==> config.mk <==
export PLATFORM = sky130hd
export DESIGN_NAME = apb_uart_fifo
export DESIGN_NICKNAME = d
export VERILOG_FILES = /design/src/rtl/apb_uart_fifo.sv
export SDC_FILE = /design/constraint.sdc
export NUM_CORES = 1
export LEC_CHECK = 0
export BUFFER_PORTS_ARGS = -buffer_cell sky130_fd_sc_hd__buf_2
export CORE_AREA = 2 2 179 181
export CTS_CLUSTER_SIZE = 14
export DETAILED_ROUTE_END_ITERATION = 6
export DIE_AREA = 0 0 181 183
export PLACE_DENSITY = 0.59
export SKIP_LAST_GASP = 1
export SLEW_MARGIN = 10
export SYNTH_ARGS = -nofsm -noshare
export SYNTH_HDL_FRONTEND = slang
export SYNTH_SLANG_ARGS = --single-unit
==> constraint.sdc <==
create_clock -name PCLK -period 3.3 [get_ports PCLK]
set_input_delay 0.165 -clock PCLK [delete_from_list [all_inputs] [get_ports PCLK]]
set_output_delay 0.165 -clock PCLK [all_outputs]
set_load 0.01 [all_outputs]
==> src/rtl/apb_uart_fifo.sv <==
// APB UART with TX/RX FIFOs, run-time baud divisor, loopback, sticky error flags and a level irq.
// Optional even parity bit on both directions: define UART_PARITY_EN.
module apb_uart_fifo #(
  parameter int DATAWIDTH  = 8,
  parameter int FIFO_DEPTH = 8,
  parameter int CLK_FREQ   = 100_000_000,
  parameter int BAUD_RESET = 115200
) (
  input  logic        PCLK,
  input  logic        PRESETn,
  input  logic [31:0] PADDR,
  input  logic        PSEL,
  input  logic        PENABLE,
  input  logic        PWRITE,
  input  logic [31:0] PWDATA,
  output logic [31:0] PRDATA,
  output logic        PREADY,
  input  logic        rx,
  output logic        tx,
  output logic        irq
);

  localparam int AW = $clog2(FIFO_DEPTH);
  localparam int BW = $clog2(DATAWIDTH);
  localparam logic [15:0]   BAUD_DEF = 16'(CLK_FREQ / BAUD_RESET - 1);
  localparam logic [BW-1:0] LAST_BIT = BW'(DATAWIDTH - 1);
  localparam logic [AW:0]   PTR_ZERO = {(AW+1){1'b0}};
  localparam logic [AW:0]   PTR_ONE  = {{AW{1'b0}}, 1'b1};

  typedef enum logic [2:0] {
    ST_IDLE   = 3'd0,
    ST_START  = 3'd1,
    ST_DATA   = 3'd2,
`ifdef UART_PARITY_EN
    ST_PARITY = 3'd3,
`endif
    ST_STOP   = 3'd4
  } uart_st_t;

`ifdef UART_PARITY_EN
  localparam uart_st_t ST_AFTER_DATA = ST_PARITY;
  function automatic logic even_parity(input logic [DATAWIDTH-1:0] d);
    even_parity = ^d;
  endfunction
`else
  localparam uart_st_t ST_AFTER_DATA = ST_STOP;
`endif

  logic [4:0]  addr_s;
  logic        wr_s, rd_setup_s, rd_acc_s, tx_rst_s, rx_rst_s, tx_wr_req_s;
  logic        tx_en_r, rx_en_r, loop_r, rx_ie_r, tx_ie_r;
  logic        ovr_r, ferr_r, perr_r, drop_r;
  logic [15:0] baud_r;
  logic [31:0] rdata_s;
  logic [DATAWIDTH-1:0] tx_mem_r [FIFO_DEPTH];
  logic [DATAWIDTH-1:0] rx_mem_r [FIFO_DEPTH];
  logic [AW:0] tx_wp_r, tx_rp_r, rx_wp_r, rx_rp_r;
  logic [DATAWIDTH-1:0] tx_head_s, rx_head_s;
  logic        tx_full_s, tx_empty_s, rx_full_s, rx_empty_s, tx_busy_s;
  logic        tx_push_s, tx_pop_s, tx_drop_s, rx_push_s, rx_pop_s, rx_ovr_s;
  uart_st_t    tx_st_r, rx_st_r;
  logic [15:0] tx_cnt_r, rx_cnt_r, rx_half_s;
  logic [16:0] baud_p1_s;
  logic [BW-1:0] tx_bit_r, rx_bit_r;
  logic [DATAWIDTH-1:0] tx_sh_r, rx_sh_r;
  logic        tx_r, tx_par_r, rx_push_r;
  logic        rx_in_s, rx_s1_r, rx_s2_r, rx_prev_r, rx_fall_s, rx_tick_s;
  logic        ferr_set_s, perr_set_s;
  logic        unused_s;

  assign PREADY = 1'b1;
  assign tx     = tx_r;
  assign unused_s = ^{PADDR[31:5], PWDATA[31:16], baud_p1_s[0]};

  // Bus decode, FIFO flags and handshakes between the FIFOs and the shifters
  always_comb begin
    addr_s      = PADDR[4:0];
    wr_s        = PSEL & PENABLE & PWRITE;
    rd_setup_s  = PSEL & ~PENABLE & ~PWRITE;
    rd_acc_s    = PSEL & PENABLE & ~PWRITE;
    tx_rst_s    = wr_s & (addr_s == 5'h00) & PWDATA[2];
    rx_rst_s    = wr_s & (addr_s == 5'h00) & PWDATA[3];
    tx_wr_req_s = wr_s & (addr_s == 5'h02);
    tx_full_s   = (tx_wp_r[AW] != tx_rp_r[AW]) & (tx_wp_r[AW-1:0] == tx_rp_r[AW-1:0]);
    tx_empty_s  = (tx_wp_r == tx_rp_r);
    rx_full_s   = (rx_wp_r[AW] != rx_rp_r[AW]) & (rx_wp_r[AW-1:0] == rx_rp_r[AW-1:0]);
    rx_empty_s  = (rx_wp_r == rx_rp_r);
    tx_head_s   = tx_mem_r[tx_rp_r[AW-1:0]];
    rx_head_s   = rx_mem_r[rx_rp_r[AW-1:0]];
    tx_busy_s   = (tx_st_r != ST_IDLE);
    tx_pop_s    = tx_en_r & ~tx_empty_s & ~tx_rst_s &
                  ((tx_st_r == ST_IDLE) | ((tx_st_r == ST_STOP) & (tx_cnt_r == 16'd0)));
    tx_push_s   = tx_wr_req_s & (~tx_full_s | tx_pop_s);
    tx_drop_s   = tx_wr_req_s & tx_full_s & ~tx_pop_s;
    rx_pop_s    = rd_acc_s & (addr_s == 5'h03) & ~rx_empty_s;
    rx_push_s   = rx_push_r & (~rx_full_s | rx_pop_s);
    rx_ovr_s    = rx_push_r & rx_full_s & ~rx_pop_s;
    baud_p1_s   = {1'b0, baud_r} + 17'd1;
    rx_half_s   = baud_p1_s[16:1] - 16'd1;
    rx_in_s     = loop_r ? tx_r : rx;
    rx_fall_s   = rx_prev_r & ~rx_s2_r;
    rx_tick_s   = (rx_cnt_r == 16'd0);
    ferr_set_s  = rx_en_r & (rx_st_r == ST_STOP) & rx_tick_s & ~rx_s2_r;
`ifdef UART_PARITY_EN
    perr_set_s  = rx_en_r & (rx_st_r == ST_PARITY) & rx_tick_s & (rx_s2_r != even_parity(rx_sh_r));
`else
    perr_set_s  = 1'b0;
`endif
  end

  // Register read mux, sampled into PRDATA during the read setup phase
  always_comb begin
    case (addr_s)
      5'h00:   rdata_s = {25'd0, tx_ie_r, rx_ie_r, loop_r, 2'b00, rx_en_r, tx_en_r};
      5'h01:   rdata_s = {23'd0, drop_r, perr_r, ferr_r, ovr_r, tx_busy_s,
                          rx_empty_s, rx_full_s, tx_empty_s, tx_full_s};
      5'h03:   rdata_s = rx_empty_s ? 32'h0000_0000 : 32'(rx_head_s);
      5'h04:   rdata_s = {16'h0000, baud_r};
      default: rdata_s = 32'h0000_0000;
    endcase
  end

  // Control, divisor and sticky flags; rx_rst clears every sticky flag
  always_ff @(posedge PCLK or negedge PRESETn) begin
    if (!PRESETn) begin
      {tx_en_r, rx_en_r, loop_r, rx_ie_r, tx_ie_r} <= 5'b00000;
      {ovr_r, ferr_r, perr_r, drop_r}              <= 4'b0000;
      baud_r <= BAUD_DEF;
    end else begin
      if (wr_s && (addr_s == 5'h00)) begin
        {tx_ie_r, rx_ie_r, loop_r} <= PWDATA[6:4];
        {rx_en_r, tx_en_r}         <= PWDATA[1:0];
      end
      if (wr_s && (addr_s == 5'h04)) begin
        baud_r <= (PWDATA[15:0] < 16'd3) ? 16'd3 : PWDATA[15:0];
      end
      if (rx_rst_s) begin
        {ovr_r, ferr_r, perr_r, drop_r} <= 4'b0000;
      end else begin
        if (rx_ovr_s)   ovr_r  <= 1'b1;
        if (ferr_set_s) ferr_r <= 1'b1;
        if (perr_set_s) perr_r <= 1'b1;
        if (tx_drop_s)  drop_r <= 1'b1;
      end
    end
  end

  // FIFO pointers; a flush wins over any push or pop in the same cycle
  always_ff @(posedge PCLK or negedge PRESETn) begin
    if (!PRESETn) begin
      {tx_wp_r, tx_rp_r, rx_wp_r, rx_rp_r} <= {4{PTR_ZERO}};
    end else begin
      if (tx_rst_s) begin
        tx_wp_r <= PTR_ZERO;
        tx_rp_r <= PTR_ZERO;
      end else begin
        if (tx_push_s) tx_wp_r <= tx_wp_r + PTR_ONE;
        if (tx_pop_s)  tx_rp_r <= tx_rp_r + PTR_ONE;
      end
      if (rx_rst_s) begin
        rx_wp_r <= PTR_ZERO;
        rx_rp_r <= PTR_ZERO;
      end else begin
        if (rx_push_s) rx_wp_r <= rx_wp_r + PTR_ONE;
        if (rx_pop_s)  rx_rp_r <= rx_rp_r + PTR_ONE;
      end
    end
  end

  // FIFO storage
  always_ff @(posedge PCLK) begin
    if (tx_push_s) tx_mem_r[tx_wp_r[AW-1:0]] <= PWDATA[DATAWIDTH-1:0];
    if (rx_push_s) rx_mem_r[rx_wp_r[AW-1:0]] <= rx_sh_r;
  end

  // Registered read data and interrupt
  always_ff @(posedge PCLK or negedge PRESETn) begin
    if (!PRESETn) begin
      PRDATA <= 32'h0000_0000;
      irq    <= 1'b0;
    end else begin
      if (rd_setup_s) PRDATA <= rdata_s;
      irq <= (rx_ie_r & ~rx_empty_s) | (tx_ie_r & tx_empty_s & ~tx_busy_s);
    end
  end

  // TX shifter; tx_r shows the bit of the state held during the previous cycle
  always_ff @(posedge PCLK or negedge PRESETn) begin
    if (!PRESETn) begin
      tx_st_r <= ST_IDLE;  tx_cnt_r <= 16'd0;  tx_bit_r <= {BW{1'b0}};
      tx_sh_r <= {DATAWIDTH{1'b0}};  tx_r <= 1'b1;  tx_par_r <= 1'b0;
    end else if (tx_rst_s) begin
      tx_st_r <= ST_IDLE;
      tx_r    <= 1'b1;
    end else begin
      case (tx_st_r)
        ST_IDLE: tx_r <= 1'b1;
        ST_START: tx_r <= 1'b0;
        ST_DATA: tx_r <= tx_sh_r[0];
`ifdef UART_PARITY_EN
        ST_PARITY: tx_r <= tx_par_r;
`endif
        ST_STOP: tx_r <= 1'b1;
        default: tx_r <= 1'b1;
      endcase
      if (tx_pop_s) begin
        tx_sh_r  <= tx_head_s;
        tx_cnt_r <= baud_r;
`ifdef UART_PARITY_EN
        tx_par_r <= even_parity(tx_head_s);
`endif
        tx_st_r  <= ST_START;
      end else if (tx_st_r == ST_IDLE) begin
        tx_st_r <= ST_IDLE;
      end else if (tx_cnt_r != 16'd0) begin
        tx_cnt_r <= tx_cnt_r - 16'd1;
      end else begin
        tx_cnt_r <= baud_r;
        case (tx_st_r)
          ST_START: begin
            tx_bit_r <= {BW{1'b0}};
            tx_st_r  <= ST_DATA;
          end
          ST_DATA: begin
            tx_sh_r <= {1'b0, tx_sh_r[DATAWIDTH-1:1]};
            if (tx_bit_r == LAST_BIT) tx_st_r <= ST_AFTER_DATA;
            else tx_bit_r <= tx_bit_r + {{(BW-1){1'b0}}, 1'b1};
          end
`ifdef UART_PARITY_EN
          ST_PARITY: tx_st_r <= ST_STOP;
`endif
          default: tx_st_r <= ST_IDLE;
        endcase
      end
    end
  end

  // RX synchroniser and edge history
  always_ff @(posedge PCLK or negedge PRESETn) begin
    if (!PRESETn) begin
      {rx_s1_r, rx_s2_r, rx_prev_r} <= 3'b111;
    end else begin
      {rx_s1_r, rx_s2_r, rx_prev_r} <= {rx_in_s, rx_s1_r, rx_s2_r};
    end
  end

  // RX shifter: mid-bit sampling, push requested one cycle after the stop sample
  always_ff @(posedge PCLK or negedge PRESETn) begin
    if (!PRESETn) begin
      rx_st_r <= ST_IDLE;  rx_cnt_r <= 16'd0;  rx_bit_r <= {BW{1'b0}};
      rx_sh_r <= {DATAWIDTH{1'b0}};  rx_push_r <= 1'b0;
    end else if (rx_rst_s || !rx_en_r) begin
      rx_st_r   <= ST_IDLE;
      rx_push_r <= 1'b0;
    end else begin
      rx_push_r <= 1'b0;
      if (rx_st_r == ST_IDLE) begin
        if (rx_fall_s) begin
          rx_cnt_r <= rx_half_s;
          rx_st_r  <= ST_START;
        end
      end else if (!rx_tick_s) begin
        rx_cnt_r <= rx_cnt_r - 16'd1;
      end else begin
        rx_cnt_r <= baud_r;
        case (rx_st_r)
          ST_START: begin
            rx_bit_r <= {BW{1'b0}};
            rx_st_r  <= rx_s2_r ? ST_IDLE : ST_DATA;
          end
          ST_DATA: begin
            rx_sh_r <= {rx_s2_r, rx_sh_r[DATAWIDTH-1:1]};
            if (rx_bit_r == LAST_BIT) rx_st_r <= ST_AFTER_DATA;
            else rx_bit_r <= rx_bit_r + {{(BW-1){1'b0}}, 1'b1};
          end
`ifdef UART_PARITY_EN
          ST_PARITY: rx_st_r <= ST_STOP;
`endif
          ST_STOP: begin
            rx_push_r <= 1'b1;
            rx_st_r   <= ST_IDLE;
          end
          default: rx_st_r <= ST_IDLE;
        endcase
      end
    end
  end

endmodule

==> results of run 1 <==
-- routing by layer --
| layer | GRT usage, % | share of wire, % | vias up |
|---|---|---|---|
| met3 | 2.74 | 4.8 | 35 |
| met5 | 0 | 0.054 | - |
| met2 | 29.5 | 46 | 194 |
| met1 | 25.4 | 47 | 4255 |
| li1 | - | - | 4011 |
| met4 | 4.85 | 2.1 | 2 |
-- cell type report --
type                       count  area [µm²]
sequential                   250        6910
fill                        2874       17000
inverter                      18        67.6
antenna                        1        2.50
timing repair buffer         100         702
multi-input combinational    722        5030
tap                          402         503
clock inverter                16         228
clock buffer                  36         741
-- synth_stat cells (all sizes together) (13+ instances only) --
cell type | count | area (µm²)
mux2i | 14 | 140
a21oi | 45 | 225
nand3 | 32 | 160
nor2 | 109 | 409
mux4 | 32 | 721
o21ai | 75 | 383
nor4 | 17 | 140
nand2 | 92 | 353
buf | 43 | 269
nand4 | 14 | 87.6
xor2 | 14 | 123
nor3 | 23 | 130
dfrtp | 112 | 2800
xnor2 | 35 | 307
inv | 18 | 67.6
clkbuf | 37 | 161
nand2b | 13 | 81.3
mux2 | 42 | 473
ha | 13 | 163
edfxtp | 128 | 3840
-- worst max-delay path: cells and delay by family (launching register included) --
kind | cells | cell delay, ns
flip-flops | 1 | 0.67
AND/OR/NAND/NOR | 4 | 0.98
AO/OA/AOI/OAI | 2 | 0.70
XOR/XNOR | 1 | 0.16
adder cells (fa/ha/maj) | 1 | 0.28
-- power by group through the flow --
| stage | clock network (W) | logic, W | registers (W) |
|---|---|---|---|
| final | 0.00327 | 0.000927 | 0.00370 |
| after global routing | 0.00345 | 0.00104 | 0.00373 |
| after CTS | 0.00333 | 0.000929 | 0.00370 |
| after detailed placement | 0 | 0.000907 | 0.00376 |
| after global placement | 0 | 0.000900 | 0.00375 |
| after floorplan | 0 | 0.000698 | 0.00366 |
-- state kept, by name, indices dropped and copies added, names as in the netlist, 3 cells and up --
signal,cells
rx_cnt_r,16
rx_st_r,3
tx_bit_r,3
tx_cnt_r,16
tx_wp_r,4
rx_mem_r,64
rx_bit_r,3
rx_sh_r,8
PRDATA,16
rx_wp_r,4
rx_rp_r,4
tx_mem_r,64
baud_r,16
tx_sh_r,8
tx_st_r,3
tx_rp_r,4
-- per-stage QoR --
| step | std cells | total power [W] | area (µm²) | hold WS (ns) |
|---|---|---|---|---|
| finish | 1545 | 0.00790 | 14200 | 0.0269 |
| detailed placement | 1475 | 0.00467 | 13000 | 0.304 |
| floorplan | 1070 | 0.00436 | 12400 | -0.131 |
| global route | 1544 | 0.00823 | 14200 | 0.0167 |
| CTS | 1544 | 0.00795 | 14200 | 0.00544 |
| global placement | 1475 | 0.00465 | 13000 | 0.297 |
-- worst paths after layout --
path / startpoint / end / slack, ns
worst max-delay path: baud_r[0] / rx_cnt_r[12] / 0.36
worst min-delay path: PWDATA[2] / tx_mem_r[4][2] / 0.03
worst max register to register: baud_r[0] / rx_cnt_r[12] / 0.36
worst min register to register: rx_s1_r / rx_s2_r / 0.39
max in group asynchronous: PRESETn / baud_r[8] / 2.31
min in group asynchronous: PRESETn / tx_bit_r[2] / 0.25
-- kinds of logic after synthesis --
logic type      Yosys count  share of synthesized area [%]
buf+inv                  98                           4.02
other cells               2                         0.0607
simple gates            356                           14.4
flops                   250                           55.8
fa+ha+maj                13                           1.31
mux                      88                           10.8
compound gates          199                           10.1
xor+xnor                 49                           3.47
-- repair_timing --
item,in CTS,in global routing
gates resized for setup,0,0
hold endpoints to repair,144,0
hold buffers,17,0
setup buffers,0,0
==> flow_summary.ini, run 1 <==
[status]
status = finished clean

[timing]
finClkSkew_ns = 0.0386
grt_setup_unrepaired = false
finalSetupViolCount = 0
period_needed_ns = 2.94
fmax_ghz = 0.340
tightestPinTransition_ns = 1.18
slew_violations = 0
setup_slack_ns = 0.361
setup-tns-final_ns = 0
hold_viol = 0
max-slew-margin-rel_pct = 20.9
finalCritPeriodShare_pct = 89.1

[floorplan]
die_y_um = 183
pin_count = 105
coreArea_mm2 = 0.0312
die_area_mm2 = 0.0331
initial_core_util_pct = 39.6
die_w_um = 181
placementRows = 65

[drt]
drtPass1Iterations = 4
routed_wl_um = 29700
dr.first_iter.drc_count = 605
vias = 8497
vias_per_cell = 5.50
remaining_drc_errors = 0
routedWlPerCell_um = 19.2
ant_nets = 0

[grt]
grt_antenna_before_repair = 2
grt_overflow = 0
grt_usage_pct = 18.1
grt_pass1_wl_um = 47000
grt_max_degree = 85
grt_pass1_vias = 8220

[worst_setup_path]
rr_worst_depth = 8
slowest_stage = dfstp_2
crit_path_end_kind = flop
required_ns = 3.73
startpoint_type = flop
cp.arrival_ns = 3.37
max_stage_delay_ns = 0.67
crit_fanout = 10
crit_chain = ha_1 > nand3_1 > nor3_2 > nand4_1 > a211oi_2 > nand2_1 > xor2_1 > a221o_1
crit_type = flop to flop

[clock_tree]
cts_tree = built
cts_buffers = 28
cts.sink_count = 250
clk_pin_slew_worst_paths_ns = 0.06
cts_max_level = 1
root_buffer = clkbuf_16
cts_buffer_depth = 3
worstSkewPairLatency_ns = 0.57

[layout]
drive_gt1_share_pct = 19.7
final_common_cell = edfxtp_1
area_growth_pct = 14.6
nNetsFinal = 1203
utilization_pct = 45.4
layout_common_cells = edfxtp_1 (128), dfrtp_1 (112), nor2_1 (109), nand2_1 (91), o21ai_0 (73)

[worst_hold_path]
holdPathStages = 1
min_path_type = input port to flop

[placed_design]
placement.io_buffers = 44
place.gp.congestion = 0.809
place_hpwl_um = 20100
place_worst_setup_slack_ns = 0.402

[synth]
netlist_instances = 1055
synth_ff_type = edfxtp_1
ys_warn_count = 0
synth_edf_count = 128
synth_seq_cells = 250
synth_cell_types = 76
seq_area_frac_synth_pct = 55.8
syn_area_mm2 = 0.0124
avgSynthCellArea_um2 = 11.7
async_flop_share_pct = 48.8

[run]
drv_cap = 0

[pwr]
leakage_nw = 5.56
power_density_mw_per_mm2 = 557
p_clk_share_pct = 41.3
switchingPower_w = 0.00209
pwr-share-comb_pct = 11.7
switching_share_pct = 26.4
internal_power_w = 0.00581
pwr-share-seq_pct = 46.9
ir_worst_vdd_v = 0.000348
(Power assumes the default switching activity.)
==> inputs of run 2 (changes only) <==
--- a/config.mk
+++ b/config.mk
@@ -5,11 +5,12 @@
 export SDC_FILE = /design/constraint.sdc
 export NUM_CORES = 1
 export LEC_CHECK = 0
+export ABC_AREA = 1
 export BUFFER_PORTS_ARGS = -buffer_cell sky130_fd_sc_hd__buf_2
-export CORE_AREA = 2 2 179 181
+export CORE_AREA = 2 2 181 183
 export CTS_CLUSTER_SIZE = 14
 export DETAILED_ROUTE_END_ITERATION = 6
-export DIE_AREA = 0 0 181 183
+export DIE_AREA = 0 0 183 185
 export PLACE_DENSITY = 0.59
 export SKIP_LAST_GASP = 1
 export SLEW_MARGIN = 10
==> run 2 against run 1 <==
Effect of this change:
- utilization fell by 0.36 points
- count of clock-buffer cells in the layout rose by 5
- die area rose by 2.2%
- combinational power rose by 120%
- fmax rose by 8.0%
- register-to-register slack improved by 0.22 ns
- routed wire length rose by 8.5%
- largest cell class unchanged
==> flow_summary.ini, run 2 <==
[status]
status = finished clean

[placed_design]
place_hpwl_um = 22300
place_worst_setup_slack_ns = 0.489
post_dp_cell_area_mm2 = 0.0133
place.gp.congestion = 0.848
placement.io_buffers = 44

[drt]
routedWlPerCell_um = 16.9
ant_nets = 0
drtPass1Iterations = 5
vias_per_cell = 5.21
vias = 9947
routed_wl_um = 32200
remaining_drc_errors = 0
dr.first_iter.drc_count = 760

[timing]
grt_setup_unrepaired = false
hold_viol = 0
finalCritPeriodShare_pct = 82.4
finalSetupViolCount = 0
slew_violations = 0
fmax_ghz = 0.368
setup_slack_ns = 0.579
tightestPinTransition_ns = 0.993
max-slew-margin-rel_pct = 33.7
finClkSkew_ns = 0.0474
setup-tns-final_ns = 0
period_needed_ns = 2.72

[floorplan]
placementRows = 66
pin_count = 105
die_area_mm2 = 0.0339
die_y_um = 185
coreArea_mm2 = 0.0320
initial_core_util_pct = 39.2
die_w_um = 183

[worst_setup_path]
cp.arrival_ns = 2.93
crit_family = simple AND/OR/NAND/NOR gates
r2r_end = tx_mem_r[0][6]
rrSetupSlack_ns = 0.58
slowest_stage = dfrtp_1
crit_path_end_kind = flop
path_buf_inv = 0
required_ns = 3.51
crit_chain = xor2_1 > nor2_1 > nand2_1 > nand2_1 > nor2_2 > nand2_4 > nand2_2 > nand2_2 > or2_1 > nor2_1
crit_fanout = 11
max_stage_delay_ns = 0.64
r2r-start = tx_rp_r[2]
rr_worst_depth = 10
startpoint_type = flop
crit_type = flop to flop

[clock_tree]
clk_pin_slew_worst_paths_ns = 0.06
root_buffer = clkbuf_16
cts_tree = built
ctsResizeCount = 0
worstSkewPairLatency_ns = 0.58
cts.sink_count = 250
cts_buffer_depth = 3
post-cts-setup-buffers = 0
cts_buffers = 28
cts.hold.buffers_added = 19
cts_max_level = 1

[synth]
synth.most_common_cell = nand2_1
synth_edf_count = 128
ys_top_cells_by_count = nand2_1 (322), nor2_1 (145), o21ai_0 (131), edfxtp_1 (128), dfrtp_1 (112)
async_flop_share_pct = 48.8
netlist_instances = 1398
synthTopCellsByArea = edfxtp_1 (31%), dfrtp_1 (22%), nand2_1 (9.6%)
synth_cell_types = 58
synth_top_area_cell = edfxtp_1
syn_area_mm2 = 0.0125
synth_ff_type = edfxtp_1
seq_area_frac_synth_pct = 55.1
avgSynthCellArea_um2 = 8.98
ys_warn_count = 0
yosys.area.top_type_share_pct = 30.6
synth_seq_cells = 250

[layout]
design_area_mm2 = 0.0144
nNetsFinal = 1564
area_growth_pct = 15.0
drive_gt1_share_pct = 12.4
final_common_cell = nand2_1
layout_common_cells = nand2_1 (322), nor2_1 (144), o21ai_0 (131), edfxtp_1 (128), dfrtp_1 (112)
utilization_pct = 45.1
diodes = 0

[pwr]
ir_worst_vdd_v = 0.000430
power_density_mw_per_mm2 = 632
leakage_nw = 6.19
power.total_w = 0.00913

[worst_hold_path]
worstHoldStart = PADDR[1]
min_path_type = input port to flop
hold_path_end = PRDATA[4]
holdPathStages = 4

[grt]
grt_overflow = 0
grt_max_degree = 77
grt_pass1_wl_um = 52000
grt_usage_pct = 19.4
grt_pass1_vias = 9642
grt_antenna_before_repair = 0

[run]
drv_cap = 0
-- run 2: cell count changes in the layout (fill, tap and decap cells not counted), sizes merged, moves of 18 or more --
cell   before  now
nand2      92  337
inv        18  117
nand3      32   90
o21ai      75  133
nor2      109  162
mux2       42    1
mux4       32    0
xnor2      35    7
o22ai       3   25
a21oi      45   63
-- run 2: cells by family (layout without fill, tap and decap cells) --
| logic type | count (synthesis) | after routing | share of synthesized area, % |
|---|---|---|---|
| AND/OR/NAND/NOR | 638 | 638 | 22.3 |
| AO/OA/AOI/OAI | 284 | 284 | 13.0 |
| flip-flops | 250 | 250 | 55.1 |
| buffers and inverters | 182 | 272 | 6.26 |
| XOR/XNOR | 28 | 28 | 1.95 |
| adder cells (fa/ha/maj) | 13 | 13 | 1.30 |
| other | 2 | 17 | 0.0598 |
| multiplexers | 1 | 1 | 0.0897 |
-- run 2: where the power goes --
part / internal (W) / total, W / switching (W)
Combinational: 0.000705 / 0.00207 / 0.00136
Clock: 0.00188 / 0.00317 / 0.00129
Sequential: 0.00358 / 0.00389 / 0.000310
-- run 2: per-layer routing --
metal,GRT usage [%],vias to the layer above,routed length (µm)
met2,32.2,221,15200
met1,26.7,4778,14800
met3,2.77,44,1490
met5,0,-,0
li1,-,4904,-
met4,5.38,0,726
-- run 2: per-stage QoR --
stage          hold slack (ns)  std cells
5_1_grt                 0.0552       1911
4_1_cts                 0.0189       1911
2_1_floorplan           -0.131       1413
6_report                0.0510       1911
3_5_place_dp             0.257       1840
3_3_place_gp             0.249       1840
-- run 2: worst max-delay path by stage --
stage,start,end,slack [ns],depth (start not counted)
3_5_place_dp,tx_cnt_r[0],tx_mem_r[0][1],0.49,11
3_3_place_gp,tx_cnt_r[0],tx_mem_r[0][1],0.56,11
4_1_cts,tx_cnt_r[0],tx_mem_r[0][1],0.52,11
6_report,tx_rp_r[2],tx_mem_r[0][6],0.58,10
2_1_floorplan,rx_rp_r[0],rx_mem_r[6][0],0.87,13
5_1_grt,tx_cnt_r[0],tx_mem_r[0][1],0.41,11
-- run 2: layout make-up --
type,instances,area [µm²]
clock inverter,11,133
timing repair buffer,100,694
fill,3096,17600
sequential,250,6910
multi-input combinational,981,4920
inverter,120,453
clock buffer,41,820
tap,408,510
-- run 2: worst register-to-register path, cell delays in order, from the launching register on --
cell and delay (ns):
dfrtp_1 0.64, xor2_1 0.19, nor2_1 0.08, nand2_1 0.11, nand2_1 0.11, nor2_2 0.15, nand2_4 0.06, nand2_2 0.06
nand2_2 0.07, or2_1 0.30, nor2_1 0.57
